`config.mk`:
```
export PLATFORM = sky130hd
export DESIGN_NAME = lcd_frame_arbiter
export DESIGN_NICKNAME = d
export VERILOG_FILES = /design/src/rtl/lcd_frame_arbiter.sv
export SDC_FILE = /design/constraint.sdc
export NUM_CORES = 1
export LEC_CHECK = 0
export BUFFER_PORTS_ARGS = -buffer_cell sky130_fd_sc_hd__buf_2
export CAP_MARGIN = 20
export CORE_MARGIN = 2
export CORE_UTILIZATION = 46
export DETAILED_ROUTE_END_ITERATION = 10
export GPL_TIMING_DRIVEN = 0
export PLACE_DENSITY = 0.85
export SLEW_MARGIN = 10
export SYNTH_ARGS = -nofsm -noshare
export SYNTH_HDL_FRONTEND = slang
export SYNTH_SLANG_ARGS = --single-unit
```
`constraint.sdc`:
```
create_clock -name clk -period 2.5 [get_ports clk]
set_clock_uncertainty 0.2 [all_clocks]
set_input_delay 0.375 -clock clk [delete_from_list [all_inputs] [get_ports clk]]
set_output_delay 0.375 -clock clk [all_outputs]
set_load 0.01 [all_outputs]
```
`src/rtl/lcd_frame_arbiter.sv`:
```
// lcd_frame_arbiter: round-robin frame arbiter in front of the shared
// RAM_ctrl/LCD_control refresh pipeline (100 kHz LCD clock domain).
// Source 0 is the game board, source 1 is the status/score overlay.
// Whole frames are granted, and the winner's table is snapshotted for the frame.
// Frame end (done or timeout) is followed by an optional hold-off.
//
// Ports:
//   clk          LCD-domain clock (clk_div)
//   rst_n        asynchronous active-low reset
//   req[1:0]     level requests (bit0 game board, bit1 overlay)
//   src0_table   game board frame
//   src1_table   overlay frame
//   frame_done   one-cycle pulse when the pipeline wrote the last byte
//   grant[1:0]   one-hot owner of the current frame
//   ack[1:0]     one-cycle pulse on the owner's bit at normal completion
//   frame_table  latched snapshot driven to RAM_ctrl game_table
//   frame_start  one-cycle pulse starting a frame (RAM_ctrl change)
//   busy         high from grant until hold-off ends
//   timeout_err  sticky timeout flag, cleared by the next normal frame_done
module lcd_frame_arbiter #(
  parameter int unsigned WIDTH          = 100,
  parameter int unsigned CNT_W          = 16,
  parameter int unsigned TIMEOUT_CYCLES = 50000,
  parameter int unsigned HOLDOFF_CYCLES = 1000
) (
  input  logic             clk,
  input  logic             rst_n,
  input  logic [1:0]       req,
  input  logic [WIDTH-1:0] src0_table,
  input  logic [WIDTH-1:0] src1_table,
  input  logic             frame_done,
  output logic [1:0]       grant,
  output logic [1:0]       ack,
  output logic [WIDTH-1:0] frame_table,
  output logic             frame_start,
  output logic             busy,
  output logic             timeout_err
);

  localparam logic [CNT_W-1:0] TO_LAST   = CNT_W'(TIMEOUT_CYCLES - 1);
  localparam logic [CNT_W-1:0] HOLD_LAST = CNT_W'(HOLDOFF_CYCLES - 1);
  localparam bit               HOLD_EN   = (HOLDOFF_CYCLES != 0);

  typedef enum logic [1:0] {
    S_IDLE = 2'd0,
    S_WAIT = 2'd1,
    S_HOLD = 2'd2
  } state_t;

  state_t           r_state;
  logic [CNT_W-1:0] r_cnt;
  logic             r_last;
  logic [1:0]       r_grant;
  logic [1:0]       r_ack;
  logic [WIDTH-1:0] r_table;
  logic             r_start;
  logic             r_busy;
  logic             r_err;

  logic             w_win;
  logic [CNT_W-1:0] w_cnt_inc;
  logic             w_frame_end;

  // Winner index: on a tie the source that did not own the previous frame wins.
  always_comb begin
    w_win = req[1];
    if (req == 2'b11) w_win = ~r_last;
  end

  // Saturating counter increment.
  assign w_cnt_inc   = (r_cnt == {CNT_W{1'b1}}) ? r_cnt : r_cnt + CNT_W'(1);
  // Frame ends on a done pulse or when the wait budget is spent.
  assign w_frame_end = frame_done || (r_cnt == TO_LAST);

  // Arbiter FSM with registered outputs.
  always_ff @(posedge clk or negedge rst_n) begin
    if (!rst_n) begin
      r_state <= S_IDLE;
      r_cnt   <= '0;
      r_last  <= 1'b1;
      r_grant <= 2'b00;
      r_ack   <= 2'b00;
      r_table <= '0;
      r_start <= 1'b0;
      r_busy  <= 1'b0;
      r_err   <= 1'b0;
    end else begin
      r_start <= 1'b0;
      r_ack   <= 2'b00;
      case (r_state)
        S_IDLE: begin
          if (|req) begin
            r_grant <= w_win ? 2'b10 : 2'b01;
            r_table <= w_win ? src1_table : src0_table;
            r_start <= 1'b1;
            r_busy  <= 1'b1;
            r_cnt   <= '0;
            r_state <= S_WAIT;
          end
        end
        S_WAIT: begin
          if (w_frame_end) begin
            r_grant <= 2'b00;
            r_last  <= r_grant[1];
            r_cnt   <= '0;
            // A done on the timeout edge still counts as a normal completion.
            if (frame_done) begin
              r_ack <= r_grant;
              r_err <= 1'b0;
            end else begin
              r_err <= 1'b1;
            end
            if (HOLD_EN) begin
              r_state <= S_HOLD;
            end else begin
              r_state <= S_IDLE;
              r_busy  <= 1'b0;
            end
          end else begin
            r_cnt <= w_cnt_inc;
          end
        end
        S_HOLD: begin
          if (r_cnt == HOLD_LAST) begin
            r_state <= S_IDLE;
            r_busy  <= 1'b0;
          end else begin
            r_cnt <= w_cnt_inc;
          end
        end
        default: begin
          r_state <= S_IDLE;
        end
      endcase
    end
  end

  assign grant       = r_grant;
  assign ack         = r_ack;
  assign frame_table = r_table;
  assign frame_start = r_start;
  assign busy        = r_busy;
  assign timeout_err = r_err;

endmodule

```
Yosys cells after proc, flatten, opt, wreduce, memory -nomap -nowiden
Index checks and enable logic that the tools add are counted.
{"block": "classes", "add_sub_neg": 1, "n_mul": 0, "div": 0, "magnitude_cmp": 0, "n_eq_ne": 10, "shifts": 0, "muxes": 24, "n_bitwise": 1, "reduce_logical": 12}
{"op": "100-bit 2-to-1 mux", "count": 1}
{"op": "16-bit 2-to-1 mux", "count": 4}
{"op": "16-bit one-hot mux with 3 select lines", "count": 1}
{"op": "16-bit equality test, second input constant", "count": 2}
{"op": "2-bit 2-to-1 mux", "count": 9}
{"op": "16-bit by 1-bit adder with 16-bit output, second input constant", "count": 1}
{"op": "16-bit by 10-bit equality test with 1-bit output, second input constant", "count": 1}
{"op": "3-bit AND reduction", "count": 4}
{"op": "2-bit != test, second input constant", "count": 4}
{"op": "1-bit 2-to-1 mux", "count": 6}
{"op": "2-bit one-hot mux with 3 select lines", "count": 1}
{"op": "2-bit equality test, second input constant", "count": 2}
{"op": "2-bit one-hot mux with 2 select lines", "count": 1}
{"op": "2-bit AND reduction", "count": 2}
{"op": "2-bit nonzero test", "count": 2}
{"op": "3-bit nonzero test", "count": 1}
{"op": "2-bit by 1-bit equality test with 1-bit output, second input constant", "count": 1}
{"op": "2-bit logical NOT", "count": 1}
{"op": "1-bit one-hot mux with 2 select lines", "count": 1}
{"op": "2-bit OR reduction", "count": 1}
{"op": "1-bit logical OR", "count": 1}
{"op": "1-bit inverter", "count": 1}
{"block": "word_totals", "register_bits": 126, "latch_bits": 0, "mem_bits_rw": 0, "mem_bits_ro": 0, "in_bits": 205, "out_inout_bits": 107, "word_cells": 57, "n_memories": 0}

Logic depth before layout (Yosys ltp)
{"block": "logic_depth", "ltp_word": 5, "mapped_depth": 9, "depth_no_buf": 7}

Worst setup path before layout
No wires, ideal clock.
{"block": "synth_timing", "kind": "register -> register", "startpoint": "register r_state[0]", "endpoint": "register r_cnt[10]", "setup_ps": 111, "t_arrival_ps": 1917, "path_slack_ps": 272, "path_stages_with_launch": 8, "synth_period_minus_slack_ps": 2228, "path_cell_list": "dfrtp_1 -> inv_1 -> ha_1 -> nor3b_1 -> nor2_1 -> o41ai_4 -> or3_1 -> a2111oi_2"}
{"block": "synth_via", "elab_chain_cells": 3, "elab_cells_between_ends": 8, "cone_classes": "4 x eq/ne; 1 x mux; 3 x reduce/logical"}
{"item": "start, declared", "line_no": "50", "text": "state_t r_state;"}
{"item": "start signal, assigned", "line_no": "78", "text": "r_state <= S_IDLE;"}
{"item": "start signal, assigned", "line_no": "98", "text": "r_state <= S_WAIT;"}
{"item": "start signal, assigned", "line_no": "114", "text": "r_state <= S_HOLD;"}
{"item": "2-bit equality test, or another cell as far along", "line_no": "90", "text": "case (r_state)"}
{"item": "2-bit != test (no line) / 3-bit nonzero test (equally long branches)"}
{"item": "3-bit AND reduction (no line)"}
{"item": "end signal, assigned", "line_no": "120", "text": "r_cnt <= w_cnt_inc;"}
{"item": "end signal, assigned", "line_no": "128", "text": "r_cnt <= w_cnt_inc;"}
{"item": "end, declared", "line_no": "51", "text": "logic [CNT_W-1:0] r_cnt;"}
Parallel ways exist; a longest one is shown, timed or not.
A chain may end at the register's enable or synchronous reset.

Worst setup path in the final report
{"block": "layout_timing", "startpoint": "register r_cnt[11]", "endpoint": "register r_cnt[6]"}
{"block": "layout_via", "elab_chain_cells": 4, "elab_cells_between_ends": 10, "cone_classes": "4 x eq/ne; 4 x mux; 2 x reduce/logical"}
{"item": "16-bit equality test, on equally long branches", "line_no": "71, 73"}
{"item": "16-bit 2-to-1 mux / 1-bit logical OR (equally long branches)", "line_no": "71, 73"}
{"item": "16-bit 2-to-1 mux, on equally long branches", "line_no": "124, 102"}
{"item": "16-bit one-hot mux with 3 select lines", "line_no": "90"}
Parallel ways exist; a longest one is shown, timed or not. The select of a mux whose other input is x is not followed.

==> qor.txt <==
layout cell share with drive strength beyond 1: 41.3%
crit share post-route: 94.7%
Worst EP required: 2.58 ns
Initial Utilization: 47.0%
DR WL/cell: 18.0 um
Arr. time, crit path: 2.45 ns
Sink Count: 126
initial antenna violation count: 6
PwrDens: 557 nW/um^2
Chip Width: 120 um
ys flop type: dfrtp_1
Crit-path slowest cell: or3_4
1st-pass router iterations: 5
clk_lat worst skew: 0.41 ns
non-filler instance count after layout: 1139
fin crit period: 2.37 ns
Worst Path Max Fanout: 10
Post-Syn Area: 6220 um^2
Area growth, synth to finish: 40.8%
CP startpoint kind: flop
Slew @ Worst Pin: 0.775 ns
Final setup viols: 0
DRC: 0
maximum clock rate: 422 MHz
most frequent cells in the layout: 314 x buf_2, 125 x dfrtp_1, 113 x nand2_1
H-tree lvl count: 4
RSZ-0062 raised after global routing: false
top-area cell type share of the netlist area: 50.3%
number of global-route vias before repair: 6050
overall routed net length: 20.6 mm
pre-CTS setup slack: -0.587 ns
Syn Inst Count: 611
post-synth top area cell: dfrtp_1
worst hold stages: 2
largest net degree at the start of global routing: 65
Global Route Usage Sum: 28.4%
initial DRC count: 494
global-route wire length before repair: 31.3 mm
Post-Syn Nets: 821
P_leak: 4.81 nW
Chip Height: 120 um
placed cells: 1099
Min-Delay Startpoint: frame_done
Post-DRT Antenna Nets: 0
routed via count: 6119
fillers: 1102
Worst R2R Start: r_cnt[11]
DP Wirelength: 16.2 mm
Mean Syn Cell Area: 10.2 um^2
Inserted Clock Buffers: 17
Seq cells post-synth: 126
main area contributors after synthesis: dfrtp_1 50%, mux2i_1 16%, o21ai_0 8.5%
global route overflow: 0
Hold Fails Final Rpt: 0
Vias/cell: 5.37
status: finished, final reports clean
post-route core utilization: 66.1%
I/O pins: 312
ys async rst share: 100%
distinct cell type count after synthesis: 50
IR drop worst, VDD: 0.000409 V
Placer Congestion: 0.857
# nets final: 1155
Slowest Stage Delay on Critical Path: 0.47 ns
cells along the critical path: or3_4, nor4_4, o21ai_0, a21oi_2, buf_6, a21oi_2
Root Buffer: clkbuf_16
number of synthesized flops with an enable pin: 0
sequential share of the synthesized area: 50.7%
CP most frequent cell: a21oi_2
full die area: 14500 um^2
Hold Path Class: input pin to flop
# rows: 42
worst setup margin: 0.133 ns
hold path endpoint: timeout_err
R2R Path End: r_cnt[6]
clock buffer depth: 2
Placeable Area: 13200 um^2
Crit. End Element: flop
Reg2Reg Setup Slack: 0.13 ns
WS Path Type: flop to flop
Port Buffer Count: 311
leading cell type in the layout, fill and taps excluded: buf_2
Clk pin slew, worst setup/hold paths: 0.05 ns
R2R depth: 6
relative slew slack: 48.3%
Max Cap Viol: 0
Yosys warnings: 0
Max Transition Viols Final: 0
CTS tree: built
registers in the layout (all words and copies together), names as in the netlist:
register and cells:
busy 1, frame_start 1, r_state 2, grant 2, timeout_err 1, ack 2, r_last 1, r_cnt 16
frame_table 100
final cells by class:
| type | count | area (um^2) | share of cell area (%) |
|---|---|---|---|
| Antenna cell | 6 | 15.0 | 0.172 |
| Clock buffer | 17 | 425 | 4.86 |
| Clock inverter | 14 | 169 | 1.93 |
| Buffer | 39 | 199 | 2.27 |
| Multi-Input combinational cell | 437 | 2920 | 33.3 |
| Sequential cell | 126 | 3150 | 36.0 |
| Timing Repair Buffer | 316 | 1620 | 18.5 |
| Tap cell | 176 | 220 | 2.52 |
| Inverter | 8 | 30.0 | 0.343 |
logic make-up (layout without fill, tap and decap cells):
family	Yosys count	count (layout)	share of synthesized area, %
simple gates	182	182	14.5
fa+ha+maj	5	5	1.01
other cells	0	6	0
compound gates	147	148	13.7
mux	102	102	16.4
buf+inv	49	394	3.54
flops	126	126	50.7
critical path, delay by kind of cell (launching register included):
family / cells / cell delay (ns)
simple gates: 2 / 0.87
buf+inv: 1 / 0.22
flops: 1 / 0.46
compound gates: 3 / 0.49
timing repair:
item	in CTS	in global routing
pin swaps	0	3
gates resized for setup	12	13
hold buffers	1	0
gates cloned	0	1
hold endpoints to repair	62	0
setup buffers	0	3
endpoints found under the setup margin	104	60
synthesized netlist by cell type (3+ instances only):
| cell | number |
|---|---|
| a21oi_2 | 10 |
| o31ai_1 | 7 |
| and3_1 | 5 |
| nand3_1 | 8 |
| nand2b_1 | 3 |
| inv_1 | 8 |
| nor3_1 | 3 |
| ha_1 | 5 |
| a21oi_1 | 8 |
| or3_1 | 5 |
| a31oi_1 | 4 |
| o21ai_1 | 3 |
| nor4_1 | 3 |
| buf_1 | 10 |
| or4_1 | 7 |
| buf_2 | 4 |
| o21ai_0 | 105 |
| nand4_1 | 7 |
| nand4bb_1 | 3 |
| nand2_1 | 113 |
| dfrtp_1 | 125 |
| nor2_1 | 9 |
| mux2i_1 | 101 |
| clkbuf_1 | 24 |
through the flow:
stage / TNS, ns / hold slack (ns) / area (um^2) / power (mW)
floorplan: 0 / -0.121 / 6220 / 2.21
global placement: -131.23 / 0.257 / 8000 / 2.44
detailed placement: -47.62 / 0.189 / 8030 / 2.45
CTS: 0 / 0.0241 / 8650 / 4.92
global route: 0 / 0.0414 / 8740 / 5.05
finish: 0 / 0.0459 / 8750 / 4.88
per-layer routing:
metal | global-route usage, % | routed length [um] | vias up
met1 | 33.5 | 8010 | 2924
met2 | 48.1 | 10100 | 292
li1 | - | - | 2863
met3 | 8.87 | 1790 | 40
met5 | 0 | 0 | -
met4 | 11.8 | 607 | 0
power breakdown:
| part | leakage [nW] | switching, mW | internal (mW) |
|---|---|---|---|
| clock network | 0.289 | 0.898 | 1.56 |
| registers | 1.71 | 0 | 2.04 |
| logic | 2.81 | 0.179 | 0.198 |
| total | 4.81 | 1.08 | 3.80 |
worst max-delay path by stage:
| stage | startpoint | endpoint | slack, ns | cells past startpoint |
|---|---|---|---|---|
| after global placement | rst_n | frame_table[23] | -0.74 | 1 |
| after detailed placement | r_state[0] | frame_table[82] | -0.59 | 8 |
| after CTS | r_state[0] | frame_table[10] | 0.01 | 8 |
| after floorplan | r_state[0] | r_cnt[10] | 0.27 | 7 |
| after global routing | r_last | frame_table[13] | 0.007 | 5 |
| final | r_cnt[11] | r_cnt[6] | 0.13 | 6 |
No activity file was read; power rests on OpenSTA's default activity.
